<file path="src/rtl/calc_arbiter_if.sv">
// calc_arbiter_if: bundle of requester, controller/datapath and response
// signals around calc_arbiter. The master modport is the arbiter's view; the
// slave modport is the view of the surrounding clients/controller.
interface calc_arbiter_if #(
    parameter int unsigned N = 4,
    parameter int unsigned W = 8
);
    // A single requester still needs a 1-bit id field.
    localparam int unsigned IDW = (N > 1) ? $clog2(N) : 1;

    logic [N-1:0]   req;
    logic [N*W-1:0] req_x;
    logic [N-1:0]   grant;
    logic           busy;
    logic [W-1:0]   dp_x;
    logic           inicio;
    logic           ctrl_clr;
    logic           pronto;
    logic [W-1:0]   dp_result;
    logic           resp_valid;
    logic           resp_ready;
    logic [IDW-1:0] resp_id;
    logic [W-1:0]   resp_data;
    logic           resp_err;

    modport master (
        input  req, req_x, pronto, dp_result, resp_ready,
        output grant, busy, dp_x, inicio, ctrl_clr,
               resp_valid, resp_id, resp_data, resp_err
    );

    modport slave (
        output req, req_x, pronto, dp_result, resp_ready,
        input  grant, busy, dp_x, inicio, ctrl_clr,
               resp_valid, resp_id, resp_data, resp_err
    );
endinterface

</file>
<file path="src/rtl/calc_arbiter.sv">
// calc_arbiter: round-robin sharing of one controller/datapath pair among N
// requesters. Winner's operand goes to dp_x, inicio starts the controller,
// pronto ends the job, ctrl_clr clears the controller and the result is
// returned over a valid/ready response tagged with the winner's index.
// Optional build macro CALC_TIMEOUT_EN: abort a job after TIMEOUT cycles in
// WAIT without pronto, returning resp_err=1 and resp_data=0.
module calc_arbiter #(
    parameter int unsigned N       = 4,
    parameter int unsigned W       = 8,
    parameter int unsigned TIMEOUT = 64
) (
    input logic           clk,
    input logic           rst,
    calc_arbiter_if.master bus
);
    localparam int unsigned IDW = (N > 1) ? $clog2(N) : 1;

    if (N < 1 || N > 16 || TIMEOUT < 1) begin : g_bad_params
        $error("calc_arbiter: N must be 1..16 and TIMEOUT at least 1");
    end

    typedef enum logic [2:0] {
        S_IDLE,
        S_ARB,
        S_START,
        S_WAIT,
        S_RESP
    } state_t;

    state_t         state_q;
    logic [N-1:0]   grant_q;
    logic           busy_q;
    logic [W-1:0]   dp_x_q;
    logic           inicio_q;
    logic           ctrl_clr_q;
    logic           resp_valid_q;
    logic [IDW-1:0] resp_id_q;
    logic [W-1:0]   resp_data_q;
    logic [IDW-1:0] last_q;

    logic           win_vld_d;
    logic [IDW-1:0] win_id_d;
    logic [N-1:0]   win_oh_d;
    logic [W-1:0]   win_x_d;

`ifdef CALC_TIMEOUT_EN
    localparam int unsigned CW = $clog2(TIMEOUT + 1);
    logic [CW-1:0] tmo_cnt_q;
    logic          resp_err_q;
`endif

    // Round-robin search: first requester at last+1, last+2, ... modulo N.
    always_comb begin
        win_vld_d = 1'b0;
        win_id_d  = '0;
        win_oh_d  = '0;
        win_x_d   = '0;
        for (int unsigned k = 1; k <= N; k++) begin
            for (int unsigned i = 0; i < N; i++) begin
                if (!win_vld_d && bus.req[i] && (i == (32'(last_q) + k) % N)) begin
                    win_vld_d   = 1'b1;
                    win_id_d    = IDW'(i);
                    win_oh_d[i] = 1'b1;
                    win_x_d     = bus.req_x[i*W +: W];
                end
            end
        end
    end

    // Job sequencer with all outputs registered; inicio/ctrl_clr are pulses.
    always_ff @(posedge clk or negedge rst) begin
        if (!rst) begin
            state_q      <= S_IDLE;
            grant_q      <= '0;
            busy_q       <= 1'b0;
            dp_x_q       <= '0;
            inicio_q     <= 1'b0;
            ctrl_clr_q   <= 1'b0;
            resp_valid_q <= 1'b0;
            resp_id_q    <= '0;
            resp_data_q  <= '0;
            last_q       <= IDW'(N - 1);
`ifdef CALC_TIMEOUT_EN
            tmo_cnt_q    <= '0;
            resp_err_q   <= 1'b0;
`endif
        end else begin
            inicio_q   <= 1'b0;
            ctrl_clr_q <= 1'b0;
            case (state_q)
                S_IDLE: begin
                    if (|bus.req) begin
                        busy_q  <= 1'b1;
                        state_q <= S_ARB;
                    end
                end
                S_ARB: begin
                    if (win_vld_d) begin
                        grant_q   <= win_oh_d;
                        dp_x_q    <= win_x_d;
                        resp_id_q <= win_id_d;
                        inicio_q  <= 1'b1;
                        state_q   <= S_START;
                    end else begin
                        grant_q <= '0;
                        busy_q  <= 1'b0;
                        state_q <= S_IDLE;
                    end
                end
                S_START: begin
`ifdef CALC_TIMEOUT_EN
                    tmo_cnt_q <= '0;
`endif
                    state_q <= S_WAIT;
                end
                S_WAIT: begin
                    // pronto is checked first so it wins in the expiry cycle.
                    if (bus.pronto) begin
                        resp_data_q  <= bus.dp_result;
                        ctrl_clr_q   <= 1'b1;
                        resp_valid_q <= 1'b1;
                        state_q      <= S_RESP;
`ifdef CALC_TIMEOUT_EN
                        resp_err_q   <= 1'b0;
                    end else if (tmo_cnt_q == CW'(TIMEOUT - 1)) begin
                        resp_data_q  <= '0;
                        ctrl_clr_q   <= 1'b1;
                        resp_valid_q <= 1'b1;
                        resp_err_q   <= 1'b1;
                        state_q      <= S_RESP;
                    end else begin
                        tmo_cnt_q <= tmo_cnt_q + 1'b1;
`endif
                    end
                end
                S_RESP: begin
                    if (resp_valid_q && bus.resp_ready) begin
                        resp_valid_q <= 1'b0;
                        grant_q      <= '0;
                        busy_q       <= 1'b0;
                        last_q       <= resp_id_q;
`ifdef CALC_TIMEOUT_EN
                        resp_err_q   <= 1'b0;
`endif
                        state_q      <= S_IDLE;
                    end
                end
                default: state_q <= S_IDLE;
            endcase
        end
    end

    assign bus.grant      = grant_q;
    assign bus.busy       = busy_q;
    assign bus.dp_x       = dp_x_q;
    assign bus.inicio     = inicio_q;
    assign bus.ctrl_clr   = ctrl_clr_q;
    assign bus.resp_valid = resp_valid_q;
    assign bus.resp_id    = resp_id_q;
    assign bus.resp_data  = resp_data_q;
`ifdef CALC_TIMEOUT_EN
    assign bus.resp_err   = resp_err_q;
`else
    assign bus.resp_err   = 1'b0;
`endif
endmodule

</file>
<file path="src/flat_wrapper.sv">
// flat-port wrapper written by rule: the top's interface ports become plain ports
module calc_arbiter_flat 
#(
    parameter int unsigned N       = 4,
    parameter int unsigned W       = 8,
    parameter int unsigned TIMEOUT = 64
)
  (clk, rst, bus_req, bus_req_x, bus_pronto, bus_dp_result, bus_resp_ready, bus_grant, bus_busy, bus_dp_x, bus_inicio, bus_ctrl_clr, bus_resp_valid, bus_resp_id, bus_resp_data, bus_resp_err);
  calc_arbiter_if #(.N(N), .W(W)) bus_i ();
  input logic clk;
  input logic rst;
  input wire logic [$bits(bus_i.req)-1:0] bus_req;
  input wire logic [$bits(bus_i.req_x)-1:0] bus_req_x;
  input wire logic [$bits(bus_i.pronto)-1:0] bus_pronto;
  input wire logic [$bits(bus_i.dp_result)-1:0] bus_dp_result;
  input wire logic [$bits(bus_i.resp_ready)-1:0] bus_resp_ready;
  output wire logic [$bits(bus_i.grant)-1:0] bus_grant;
  output wire logic [$bits(bus_i.busy)-1:0] bus_busy;
  output wire logic [$bits(bus_i.dp_x)-1:0] bus_dp_x;
  output wire logic [$bits(bus_i.inicio)-1:0] bus_inicio;
  output wire logic [$bits(bus_i.ctrl_clr)-1:0] bus_ctrl_clr;
  output wire logic [$bits(bus_i.resp_valid)-1:0] bus_resp_valid;
  output wire logic [$bits(bus_i.resp_id)-1:0] bus_resp_id;
  output wire logic [$bits(bus_i.resp_data)-1:0] bus_resp_data;
  output wire logic [$bits(bus_i.resp_err)-1:0] bus_resp_err;
  assign bus_i.req = bus_req;
  assign bus_i.req_x = bus_req_x;
  assign bus_i.pronto = bus_pronto;
  assign bus_i.dp_result = bus_dp_result;
  assign bus_i.resp_ready = bus_resp_ready;
  assign bus_grant = bus_i.grant;
  assign bus_busy = bus_i.busy;
  assign bus_dp_x = bus_i.dp_x;
  assign bus_inicio = bus_i.inicio;
  assign bus_ctrl_clr = bus_i.ctrl_clr;
  assign bus_resp_valid = bus_i.resp_valid;
  assign bus_resp_id = bus_i.resp_id;
  assign bus_resp_data = bus_i.resp_data;
  assign bus_resp_err = bus_i.resp_err;
  calc_arbiter #(.N(N), .W(W), .TIMEOUT(TIMEOUT)) u_core (.clk(clk), .rst(rst), .bus(bus_i));
endmodule
</file>
<file path="config.mk">
export PLATFORM = sky130hd
export DESIGN_NAME = calc_arbiter_flat
export DESIGN_NICKNAME = d
export VERILOG_FILES = /design/src/rtl/calc_arbiter_if.sv /design/src/rtl/calc_arbiter.sv /design/src/flat_wrapper.sv
export SDC_FILE = /design/constraint.sdc
export NUM_CORES = 1
export LEC_CHECK = 0
export CELL_PAD_IN_SITES_DETAIL_PLACEMENT = 2
export CELL_PAD_IN_SITES_GLOBAL_PLACEMENT = 2
export CORE_MARGIN = 3
export CORE_UTILIZATION = 26
export CTS_CLUSTER_DIAMETER = 60
export CTS_CLUSTER_SIZE = 20
export DETAILED_ROUTE_END_ITERATION = 8
export GPL_TIMING_DRIVEN = 0
export PLACE_DENSITY = 0.82
export SLEW_MARGIN = 15
export SYNTH_ARGS = -nofsm -noshare
export SYNTH_HDL_FRONTEND = slang
export SYNTH_SLANG_ARGS = --single-unit
</file>
<file path="constraint.sdc">
create_clock -name clk -period 2.3 [get_ports clk]
set_input_delay 0.46 -clock clk [delete_from_list [all_inputs] [get_ports clk]]
set_output_delay 0.46 -clock clk [all_outputs]
set_load 0.05 [all_outputs]
</file>
==> flow_summary.yaml <==
routing:
  routedWlPerCell_microns: 23.1
  drtIter0Drc: 242
  via_count: 3118
  via_per_inst: 5.80
  drc: 0
  ant_nets: 0
  routed_wl_microns: 12400
  firstDrtPassIters: 4
synth:
  ys_seq_elements: 31
  yosysUniqueCellTypes: 52
  synth_warnings: 0
  synth_edf_count: 0
  synth_ff_type: "dfrtp_1"
  synth_common_cells: "nand2_1 (70), nor2_1 (31), dfrtp_1 (29)"
  synth_area_leaders: "dfrtp_1 (29%), nand2_1 (11%), nor2_1 (4.7%), o22ai_1 (4.0%), o221ai_1 (3.5%)"
  synthCells: 323
  syn_area_sq_um: 2500
  synth.most_common_cell: "nand2_1"
  syn_nets: 371
  yosysTopAreaCellShare: 0.290
  ys_async_sr_fraction: 1.00
  syn-mean-instance-area_sq_um: 7.74
  yosys.area.top_type: "dfrtp_1"
  yosysSeqAreaShare: 0.311
sta:
  fin_crit_sh: 0.971
  layout_min_cycle_time_ps: 2230
  slew_viol_final: 0
  fin_skew_ps: 7.47
  max_slew_margin: 0.587
  hold_viol_final: 0
  tightest_slew_ps: 617
  setup-violations-final: 0
  fin_ws_ps: 67.4
  max_freq_mhz: 448
  fin_setup_tns_ps: 0
global_route:
  grt_overflow: 0
  grt_pass1_vias: 3319
  grt_max_degree: 25
  grt_pass1_wl_microns: 19000
  antenna_found_initial: 0
  grt_use_total: 0.219
floorplanning:
  core_area_sq_um: 9280
  dieWidth_microns: 104
  initial_utilization: 0.269
  die_area_sq_um: 10800
  ios: 75
  std_cell_rows: 35
  die_h_microns: 104
setup_path:
  worstReg2RegEnd: "u_core.bus.dp_x[2]"
  rr_worst_depth: 9
  worstPathArrival_ps: 2460
  critical-path-max-stage-delay_ps: 490
  r2r-start: "u_core.last_q[0]"
  critPathBufInv: 2
  path_cells: "clkdlybuf4s50_1 -> or4b_1 -> buf_4 -> nand3_4 -> nor3_1 -> nor4_2 -> a2111oi_2 -> o21ai_1"
  r2r_slack_ps: 90
  cp-end-kind: "flip-flop"
  slowest_stage: "or4b_1"
  cp.required_ps: 2530
  path_max_fanout: 9
  setup.worst_path.class: "input port to flip-flop"
  setup.worst_path.start_class: "input port"
  critPathTopFamily: "simple AND/OR/NAND/NOR gates"
power:
  switching_share: 0.505
  p_int_mw: 2.35
  comb_power_share: 0.654
  p_clk_frac: 0.144
  power_frac_seq: 0.203
  p_leak_nw: 1.46
  vdd_ir_drop_max_uv: 338
  power_density_nw_per_um2: 1270
  power_switching_mw: 2.40
finish:
  area_growth_pct: 50.1
  drive_above_1_share: 0.161
  nFillCells: 1082
  diodes: 0
  final_nets: 456
cts:
  root_buffer: "clkbuf_8"
  htreeDepth: 2
  hold_buffers: 0
  cts_tree: "built"
  numCtsBuffers: 5
  cts_sinks: 31
  clk_pin_slew_ps: 80
  cts_buffer_depth: 2
  clock_latency_ps: 290
run_status:
  outcome: "finished clean"
placed_design:
  numPortBuffers: 73
  place_ws_ps: -732
  dp_hpwl_microns: 8300
  place_congestion: 0.906
flow_run:
  max_cap_violations: 0
worst_hold_path:
  hold_class: "input port to async pin"
## registers in the layout, indices dropped and copies added, names as in the netlist
register,count
u_core.bus.busy,1
u_core.bus.ctrl_clr,1
u_core.bus.dp_x,8
u_core.bus.grant,4
u_core.bus.inicio,1
u_core.bus.resp_data,8
u_core.bus.resp_id,2
u_core.bus.resp_valid,1
u_core.last_q,2
u_core.state_q,3
## power by group through the flow
| stage | Sequential (mW) | Combinational, mW | Clock (mW) |
|---|---|---|---|
| 2_1_floorplan | 1.64 | 1.18 | 0 |
| 4_1_cts | 0.964 | 2.98 | 0.696 |
| 6_report | 0.963 | 3.10 | 0.682 |
| 3_3_place_gp | 0.950 | 2.80 | 0 |
| 5_1_grt | 1.00 | 3.32 | 0.719 |
| 3_5_place_dp | 0.970 | 2.86 | 0 |
## timing repair
action / CTS / global route
gates resized for setup: 19 / 25
setup buffers: 3 / 3
setup endpoints to repair: 11 / 8
pin swaps: 4 / 14
## stage by stage
| step | total power [mW] | hold slack (ps) | instance area [sq um] | instances | utilization |
|---|---|---|---|---|---|
| after global routing | 5.04 | 22.0 | 3750 | 538 | 0.404 |
| after CTS | 4.63 | 32.4 | 3640 | 536 | 0.392 |
| after floorplan | 2.82 | 164 | 2500 | 323 | - |
| after detailed placement | 3.83 | 351 | 3410 | 526 | 0.367 |
| final | 4.75 | 28.6 | 3750 | 538 | 0.404 |
| after global placement | 3.75 | 459 | 3390 | 525 | 0.365 |
## area by class of cell
class,instances,area [sq um],area share
multi-input cells,261,1670,0.445
repair buffers,80,823,0.219
flip-flops and latches,31,778,0.207
plain buffers,26,175,0.0467
well taps,129,161,0.0430
clock buffers,6,72.6,0.0193
clock inverters,2,60.1,0.0160
inverters,3,11.3,0.00300
## kinds of logic (layout without fill, tap and decap cells)
kind of cell           Yosys count  after routing  synth area share
other                            1              1           0.00150
AOI/OAI and AO/OA              100            100             0.286
muxes                            3              3            0.0130
DFF                             31             31             0.311
buffers and inverters           31            117            0.0666
and+or+nand+nor                157            157             0.321
## worst max path at each step
stage / startpoint / depth (start not counted) / endpoint
5_1_grt: bus_req[1] / 8 / u_core.bus.dp_x[2]
4_1_cts: bus_req[0] / 8 / u_core.bus.dp_x[0]
2_1_floorplan: u_core.last_q[0] / 8 / u_core.bus.dp_x[1]
3_5_place_dp: bus_req[3] / 7 / u_core.bus.dp_x[0]
6_report: bus_req[1] / 8 / u_core.bus.dp_x[2]
3_3_place_gp: bus_req[3] / 7 / u_core.bus.dp_x[5]
## layer usage
| metal | global-route usage | part of all wire |
|---|---|---|
| met1 | 0.290 | 0.42 |
| met3 | 0.0242 | 0.042 |
| met5 | 0 | 0 |
| met2 | 0.379 | 0.52 |
| met4 | 0.0589 | 0.017 |
## placed cells by master, fill, tap and decap left out, types with 9 or more instances in the layout
cell type        synthesis  routed
a22oi_1                  9       9
o21ai_0                 14      14
o22ai_1                 16      16
o221ai_1                10      10
dfrtp_1                 29      29
a221oi_1                 9       9
buf_4                    6      13
nor2_1                  31      30
nand2_1                 70      70
clkdlybuf4s50_1          0      69
a21oi_1                 13      13
nand4_1                  9       9
(Power assumes the default switching activity.)
